`src/rtl/ofdm_frame_parse_pkg.sv`:
```
// Shared definitions for the OFDM receive deframer: state codes, FCH layout, FCH field struct.
package ofdm_frame_parse_pkg;

  typedef enum logic [3:0] {
    StIdle = 4'd0,
    StFch  = 4'd1,
    StData = 4'd2,
    StDone = 4'd3
  } state_e;

  // The FCH occupies the first three bytes of the BPSK symbol; anything after is zero padding.
  localparam int unsigned FchLen = 3;

  // Single-bit field positions inside the FCH bytes.
  localparam int unsigned FchB0Rep0Bit = 7;
  localparam int unsigned FchB0RsvdBit = 6;
  localparam int unsigned FchB1Rep1Bit = 0;

  typedef struct packed {
    logic [7:0] size;
    logic [2:0] coding;
    logic [1:0] rep;
    logic [5:0] bitmap;
  } fch_t;

endpackage

```
`src/rtl/ofdm_fch_decode.sv`:
```
// Combinational FCH decoder: splits b0..b2 into fields and flags reserved-bit violations.
module ofdm_fch_decode
  import ofdm_frame_parse_pkg::*;
(
  input  logic [7:0] i_b0,
  input  logic [7:0] i_b1,
  input  logic [7:0] i_b2,
  output fch_t       o_fch,
  output logic       o_ok
);

  assign o_fch.bitmap = i_b0[5:0];
  assign o_fch.rep    = {i_b1[FchB1Rep1Bit], i_b0[FchB0Rep0Bit]};
  assign o_fch.coding = i_b1[3:1];
  assign o_fch.size   = {i_b2[3:0], i_b1[7:4]};

  // Reserved bits: b0[6] and the upper nibble of b2 must be zero.
  assign o_ok = ~i_b0[FchB0RsvdBit] & (i_b2[7:4] == 4'h0);

endmodule

```
`src/rtl/ofdm_frame_parse.sv`:
```
// Receive deframer: parses the FCH symbol, then forwards fch_frame_size data symbols of payload.
module ofdm_frame_parse
  import ofdm_frame_parse_pkg::*;
#(
  parameter int unsigned MAX_SYMBOL_BYTES = 64
) (
  input  logic       clk,
  input  logic       reset,
  input  logic       en,
  input  logic       frame_start,
  input  logic       in_valid,
  input  logic [7:0] in_data,
  input  logic       in_last,
  output logic       out_valid,
  output logic [7:0] out_data,
  output logic       out_last,
  output logic       fch_valid,
  output logic [7:0] fch_frame_size,
  output logic [2:0] fch_coding,
  output logic [1:0] fch_rep,
  output logic [5:0] fch_bitmap,
  output logic       done_receive,
  output logic       frame_error,
  output logic [3:0] o_state,
  output logic [7:0] o_symbol_count
);

  localparam int unsigned IdxW = $clog2(MAX_SYMBOL_BYTES) + 1;
  localparam logic [IdxW-1:0] MaxIdx     = IdxW'(MAX_SYMBOL_BYTES);
  localparam logic [IdxW-1:0] IdxB0      = IdxW'(0);
  localparam logic [IdxW-1:0] IdxB1      = IdxW'(1);
  localparam logic [IdxW-1:0] IdxLastHdr = IdxW'(FchLen - 1);

  state_e          r_state, w_state_next;
  logic [IdxW-1:0] r_idx, w_idx_next, w_idx_cur;
  logic [7:0]      r_b0, r_b1, r_b2, w_b0_next, w_b1_next, w_b2_next;
  fch_t            r_fch, w_fch_next, w_dec_fch;
  logic            r_fch_valid, w_fch_valid_next;
  logic [7:0]      r_count, w_count_next;
  logic            r_out_valid, w_out_valid_next;
  logic [7:0]      r_out_data, w_out_data_next;
  logic            r_out_last, w_out_last_next;
  logic            r_err, w_err_next;
  logic            w_in_fch, w_in_data, w_bad, w_dec_ok;
  logic [7:0]      w_dec_b2;

  // When the current byte is b2 the decoder must see it before it is registered.
  assign w_dec_b2 = (w_idx_cur == IdxLastHdr) ? in_data : r_b2;

  ofdm_fch_decode u_fch_decode (
    .i_b0  (r_b0),
    .i_b1  (r_b1),
    .i_b2  (w_dec_b2),
    .o_fch (w_dec_fch),
    .o_ok  (w_dec_ok)
  );

  // Next-state, byte parsing and registered-output computation.
  always_comb begin
    w_state_next     = r_state;
    w_b0_next        = r_b0;
    w_b1_next        = r_b1;
    w_b2_next        = r_b2;
    w_fch_next       = r_fch;
    w_fch_valid_next = r_fch_valid;
    w_count_next     = r_count;
    w_out_valid_next = 1'b0;
    w_out_data_next  = r_out_data;
    w_out_last_next  = 1'b0;
    w_err_next       = 1'b0;
    w_idx_cur        = r_idx;
    w_in_fch         = 1'b0;
    w_in_data        = 1'b0;
    w_bad            = 1'b0;

    // frame_start always re-arms; the same-cycle byte becomes b0 of the new FCH.
    if (frame_start) begin
      w_err_next       = (r_state == StFch) || (r_state == StData);
      w_fch_valid_next = 1'b0;
      w_count_next     = 8'd0;
      w_idx_cur        = IdxB0;
      w_state_next     = StFch;
      w_in_fch         = 1'b1;
    end else begin
      unique case (r_state)
        StIdle:  ;
        StFch:   w_in_fch = 1'b1;
        StData:  w_in_data = 1'b1;
        StDone:  w_state_next = StIdle;
        default: w_state_next = StIdle;
      endcase
    end

    w_idx_next = w_idx_cur;

    if (w_in_fch && in_valid) begin
      if (w_idx_cur >= MaxIdx) begin
        w_bad = 1'b1;
      end else if (w_idx_cur == IdxB0) begin
        w_b0_next = in_data;
        w_bad     = in_data[FchB0RsvdBit];
      end else if (w_idx_cur == IdxB1) begin
        w_b1_next = in_data;
      end else if (w_idx_cur == IdxLastHdr) begin
        w_b2_next = in_data;
        w_bad     = ~w_dec_ok;
      end else begin
        w_bad = (in_data != 8'h00);
      end
      if (in_last && (w_idx_cur < IdxLastHdr)) w_bad = 1'b1;

      if (w_bad) begin
        w_err_next   = 1'b1;
        w_state_next = StIdle;
        w_idx_next   = IdxB0;
      end else if (in_last) begin
        w_fch_next       = w_dec_fch;
        w_fch_valid_next = 1'b1;
        w_idx_next       = IdxB0;
        w_state_next     = (w_dec_fch.size == 8'd0) ? StDone : StData;
      end else begin
        w_idx_next = w_idx_cur + IdxW'(1);
      end
    end

    if (w_in_data && in_valid) begin
      if (r_idx >= MaxIdx) begin
        w_err_next   = 1'b1;
        w_state_next = StIdle;
        w_idx_next   = IdxB0;
      end else begin
        w_out_valid_next = 1'b1;
        w_out_data_next  = in_data;
        w_out_last_next  = in_last;
        if (in_last) begin
          w_idx_next   = IdxB0;
          w_count_next = (r_count == 8'hFF) ? r_count : r_count + 8'd1;
          if (({1'b0, r_count} + 9'd1) == {1'b0, r_fch.size}) w_state_next = StDone;
        end else begin
          w_idx_next = r_idx + IdxW'(1);
        end
      end
    end
  end

  // State and output registers; synchronous active-low reset, en low freezes everything.
  always_ff @(posedge clk) begin
    if (!reset) begin
      r_state     <= StIdle;
      r_idx       <= '0;
      r_b0        <= 8'h00;
      r_b1        <= 8'h00;
      r_b2        <= 8'h00;
      r_fch       <= '0;
      r_fch_valid <= 1'b0;
      r_count     <= 8'd0;
      r_out_valid <= 1'b0;
      r_out_data  <= 8'h00;
      r_out_last  <= 1'b0;
      r_err       <= 1'b0;
    end else if (en) begin
      r_state     <= w_state_next;
      r_idx       <= w_idx_next;
      r_b0        <= w_b0_next;
      r_b1        <= w_b1_next;
      r_b2        <= w_b2_next;
      r_fch       <= w_fch_next;
      r_fch_valid <= w_fch_valid_next;
      r_count     <= w_count_next;
      r_out_valid <= w_out_valid_next;
      r_out_data  <= w_out_data_next;
      r_out_last  <= w_out_last_next;
      r_err       <= w_err_next;
    end
  end

  assign out_valid      = r_out_valid;
  assign out_data       = r_out_data;
  assign out_last       = r_out_last;
  assign fch_valid      = r_fch_valid;
  assign fch_frame_size = r_fch.size;
  assign fch_coding     = r_fch.coding;
  assign fch_rep        = r_fch.rep;
  assign fch_bitmap     = r_fch.bitmap;
  assign done_receive   = (r_state == StDone);
  assign frame_error    = r_err;
  assign o_state        = r_state;
  assign o_symbol_count = r_count;

endmodule

```
`config.mk`:
```
export PLATFORM = sky130hd
export DESIGN_NAME = ofdm_frame_parse
export DESIGN_NICKNAME = d
export VERILOG_FILES = /design/src/rtl/ofdm_frame_parse_pkg.sv /design/src/rtl/ofdm_fch_decode.sv /design/src/rtl/ofdm_frame_parse.sv
export SDC_FILE = /design/constraint.sdc
export NUM_CORES = 1
export LEC_CHECK = 0
export ABC_AREA = 1
export CAP_MARGIN = 20
export CORE_ASPECT_RATIO = 1.75
export CORE_UTILIZATION = 55
export CTS_BUF_LIST = sky130_fd_sc_hd__clkbuf_4 sky130_fd_sc_hd__clkbuf_8
export DETAILED_ROUTE_END_ITERATION = 8
export PLACE_DENSITY = 0.92
export SLEW_MARGIN = 20
export SYNTH_ARGS = -nofsm -noshare
export SYNTH_HDL_FRONTEND = slang
export SYNTH_SLANG_ARGS = --single-unit
```
`constraint.sdc`:
```
create_clock -name clk -period 3.3 [get_ports clk]
set_input_delay 0.99 -clock clk [delete_from_list [all_inputs] [get_ports clk]]
set_output_delay 0.99 -clock clk [all_outputs]
set_load 0.05 [all_outputs]
```
==> run_results.csv <==
group,metric,value,unit
power,power_leakage,2.101,nW
synth,synth_ff_type,"dfxtp_1",
clocking,cts_max_level,3,
global_route,use_met2,52.36,%
layout,final_cell_mix,"nand2_1, nor2_1, dfxtp_1, inv_1, clkdlybuf4s50_1",
sta,worst_pin_slew,545.4,ps
synth,async_flop_share,0,%
floorplanning,rows,39,
route,ant_nets,0,
global_route,use_met3,6.911,%
status,status,"completed",
route,drtIter0Drc,440,
global_route,grt_pass1_vias,3722,
synth,synth_area_leader_cell,"dfxtp_1",
sta,relSlewSlack,63.39,%
clocking,clock-root-buffer,"clkbuf_8",
synth,synth.lib_cells_used.distinct,35,
synth,yosys-top-cells-area,"dfxtp_1, nand2_1, nor2_1",
global_route,antenna_found_initial,0,
global_route,grt.total_usage,30.62,%
placed_design,hpwl,7.412,mm
route,drcViolationCount,0,
layout,drive_above_1_share,10.85,%
layout,antenna-diode-count,0,
critical_path,criticalPathCategory,"input pin to flop",
synth,synth_seq_cells,73,
critical_path,arrival,3210,ps
critical_path,startpoint_type,"input pin",
clocking,postCtsHoldBufs,0,
floorplanning,die-area,7279,um2
synth,avgSynthCellArea,6.806,um2
sta,period_share,88.66,%
route,routed_wl,10.40,mm
min_path,hp-class,"flop to flop",
route,via_per_inst,5.499,
route,dr.pass1.iters,5,
placed_design,place_congestion,0.9306,
synth,synth.yosys.seq_area_share,38.35,%
run,maxCapViolations,0,
floorplanning,ioPinCount,58,
sta,slew_violations,0,
clocking,clkTransAtPathRegs,80,ps
synth,synth_top_area_share,38.35,%
sta,fin_tns_setup,0,ps
sta,fin_crit,2926,ps
clocking,cts_buffers,9,
global_route,grt_max_degree,39,
power,total_power,1.934,mW
layout,nFillCells,548,
floorplanning,core,6588,um2
floorplanning,die_y,112.1,um
floorplanning,fp.dieW,64.93,um
clocking,cts_sinks,73,
power,irDropWorstVdd,0.3103,mV
clocking,postCtsSetupRepairBufs,0,
route,vias,3899,
synth,synthCells,560,
synth,synth-edff-count,0,
synth,ys_warn_count,0,
global_route,grt_pass1_wl,16.91,mm
clocking,cts_resized,0,
clocking,cts_tree,"built",
critical_path,cp_max_fo,35,
synth,syn_area,3811,um2
clocking,clk-insertion-delay-late,370,ps
route,post_drt_wl_per_cell,14.67,um
sta,rsz0062_at_grt,"no",
global_route,grt_overflow,0,
placed_design,placement.io_buffers,57,
synth,syn-num-nets,580,
global_route,met1_usage,31.56,%
floorplanning,initial_core_util,57.85,%
sta,hold_viol,0,
global_route,grt.busiest_layer,"met2",
sta,clock_skew,13.48,ps
critical_path,end_kind,"flop",
clocking,cts_buffer_depth,2,
critical_path,cp_data_required_time,3590,ps
sta,fmax,341.8,MHz
layout,layout_commonest_cell,"nand2_1",
layout,nNetsFinal,642,
layout,area_growth,23.80,%
power,power.density,410.0,nW/um2
sta,setup_viol,0,
routing by layer:
layer / part of all wire [%] / up-vias
met5: 0 / -
met4: 6.6 / 0
met3: 6.0 / 59
met2: 51 / 200
met1: 36 / 1744
li1: - / 1896
cells in the mapped netlist, types with 2 or more instances:
cell type and instances:
a21oi_1 50, buf_2 7, buf_6 2, clkbuf_1 12, dfxtp_1 73, ha_1 6, inv_1 68, inv_2 3
nand2_1 120, nand2_2 3, nand2_4 3, nand3_1 25, nand4_1 7, nand4_2 2, nor2_1 74, nor2_2 11
nor2_4 3, nor3_1 5, nor3b_2 4, o21ai_0 52, o21ai_1 3, o21ai_2 2, or2_2 2, xnor2_1 2
xor2_1 11
cells by family (layout without fill, tap and decap cells):
family / after synthesis / after routing / share of synthesized area [%]
XOR/XNOR: 13 / 13 / 2.988
flip-flops: 73 / 73 / 38.35
adder cells (fa/ha/maj): 6 / 6 / 1.970
buffers and inverters: 94 / 161 / 10.18
AO/OA/AOI/OAI: 111 / 111 / 15.07
AND/OR/NAND/NOR: 263 / 263 / 31.45
final cells by class:
cell class	instances	area, um2	share of cell area (%)
multi-input combinational	393	1962	41.58
sequential	73	1461	30.97
timing repair buffer	73	703.2	14.90
inverter	72	270.3	5.728
clock buffer	13	172.7	3.660
tap	82	102.6	2.174
clock inverter	3	46.29	0.9812
metrics by stage:
stage / setup WS, ps / hold WS [ps] / cell area [um2] / utilization [%] / cells
after floorplan: 35.17 / 429.7 / 3811 / - / 560
after global placement: 154.2 / 437.9 / 4499 / 68.30 / 693
after detailed placement: 86.08 / 451.0 / 4499 / 68.30 / 693
after CTS: 419.9 / 462.7 / 4718 / 71.62 / 709
after global routing: 231.6 / 479.8 / 4718 / 71.62 / 709
final: 374.3 / 470.1 / 4718 / 71.62 / 709
worst paths after layout:
| path | from | to | slack, ps | depth (start not counted) |
|---|---|---|---|---|
| min reg2reg | r_b2[2] | r_b2[2] | 470 | 2 |
| max | frame_start | fch_bitmap[1] | 370 | 15 |
| max reg2reg | r_idx[0] | fch_bitmap[1] | 1110 | 12 |
| min | r_b2[2] | r_b2[2] | 470 | 2 |
flip-flops by register name, indices dropped and copies added, names as in the netlist:
register and flops:
fch_frame_size 8, o_symbol_count 8, out_data 8, r_b0 8, r_b1 8, r_b2 7
r_idx 7, fch_bitmap 6, o_state 4, fch_coding 3, fch_rep 2, fch_valid 1
frame_error 1, out_last 1, out_valid 1
power by group:
group	switching, mW	internal (mW)	total [mW]
Combinational	0.164	0.0840	0.248
Sequential	0.0186	0.902	0.920
Clock	0.343	0.422	0.766
Total	0.526	1.41	1.93
worst max-delay path: stages:
cell	delay (ps)
clkdlybuf4s50_1	460
inv_2	160
nand2_2	120
nor2_4	190
nand3_2	130
nand2_1	100
nand2_1	80
nor2_2	100
nand2_2	80
nand2_4	80
nand4_2	160
buf_12	240
nand2_1	70
nand2_1	70
nor2_1	150
Note: power is estimated with default switching activity, not from simulation.
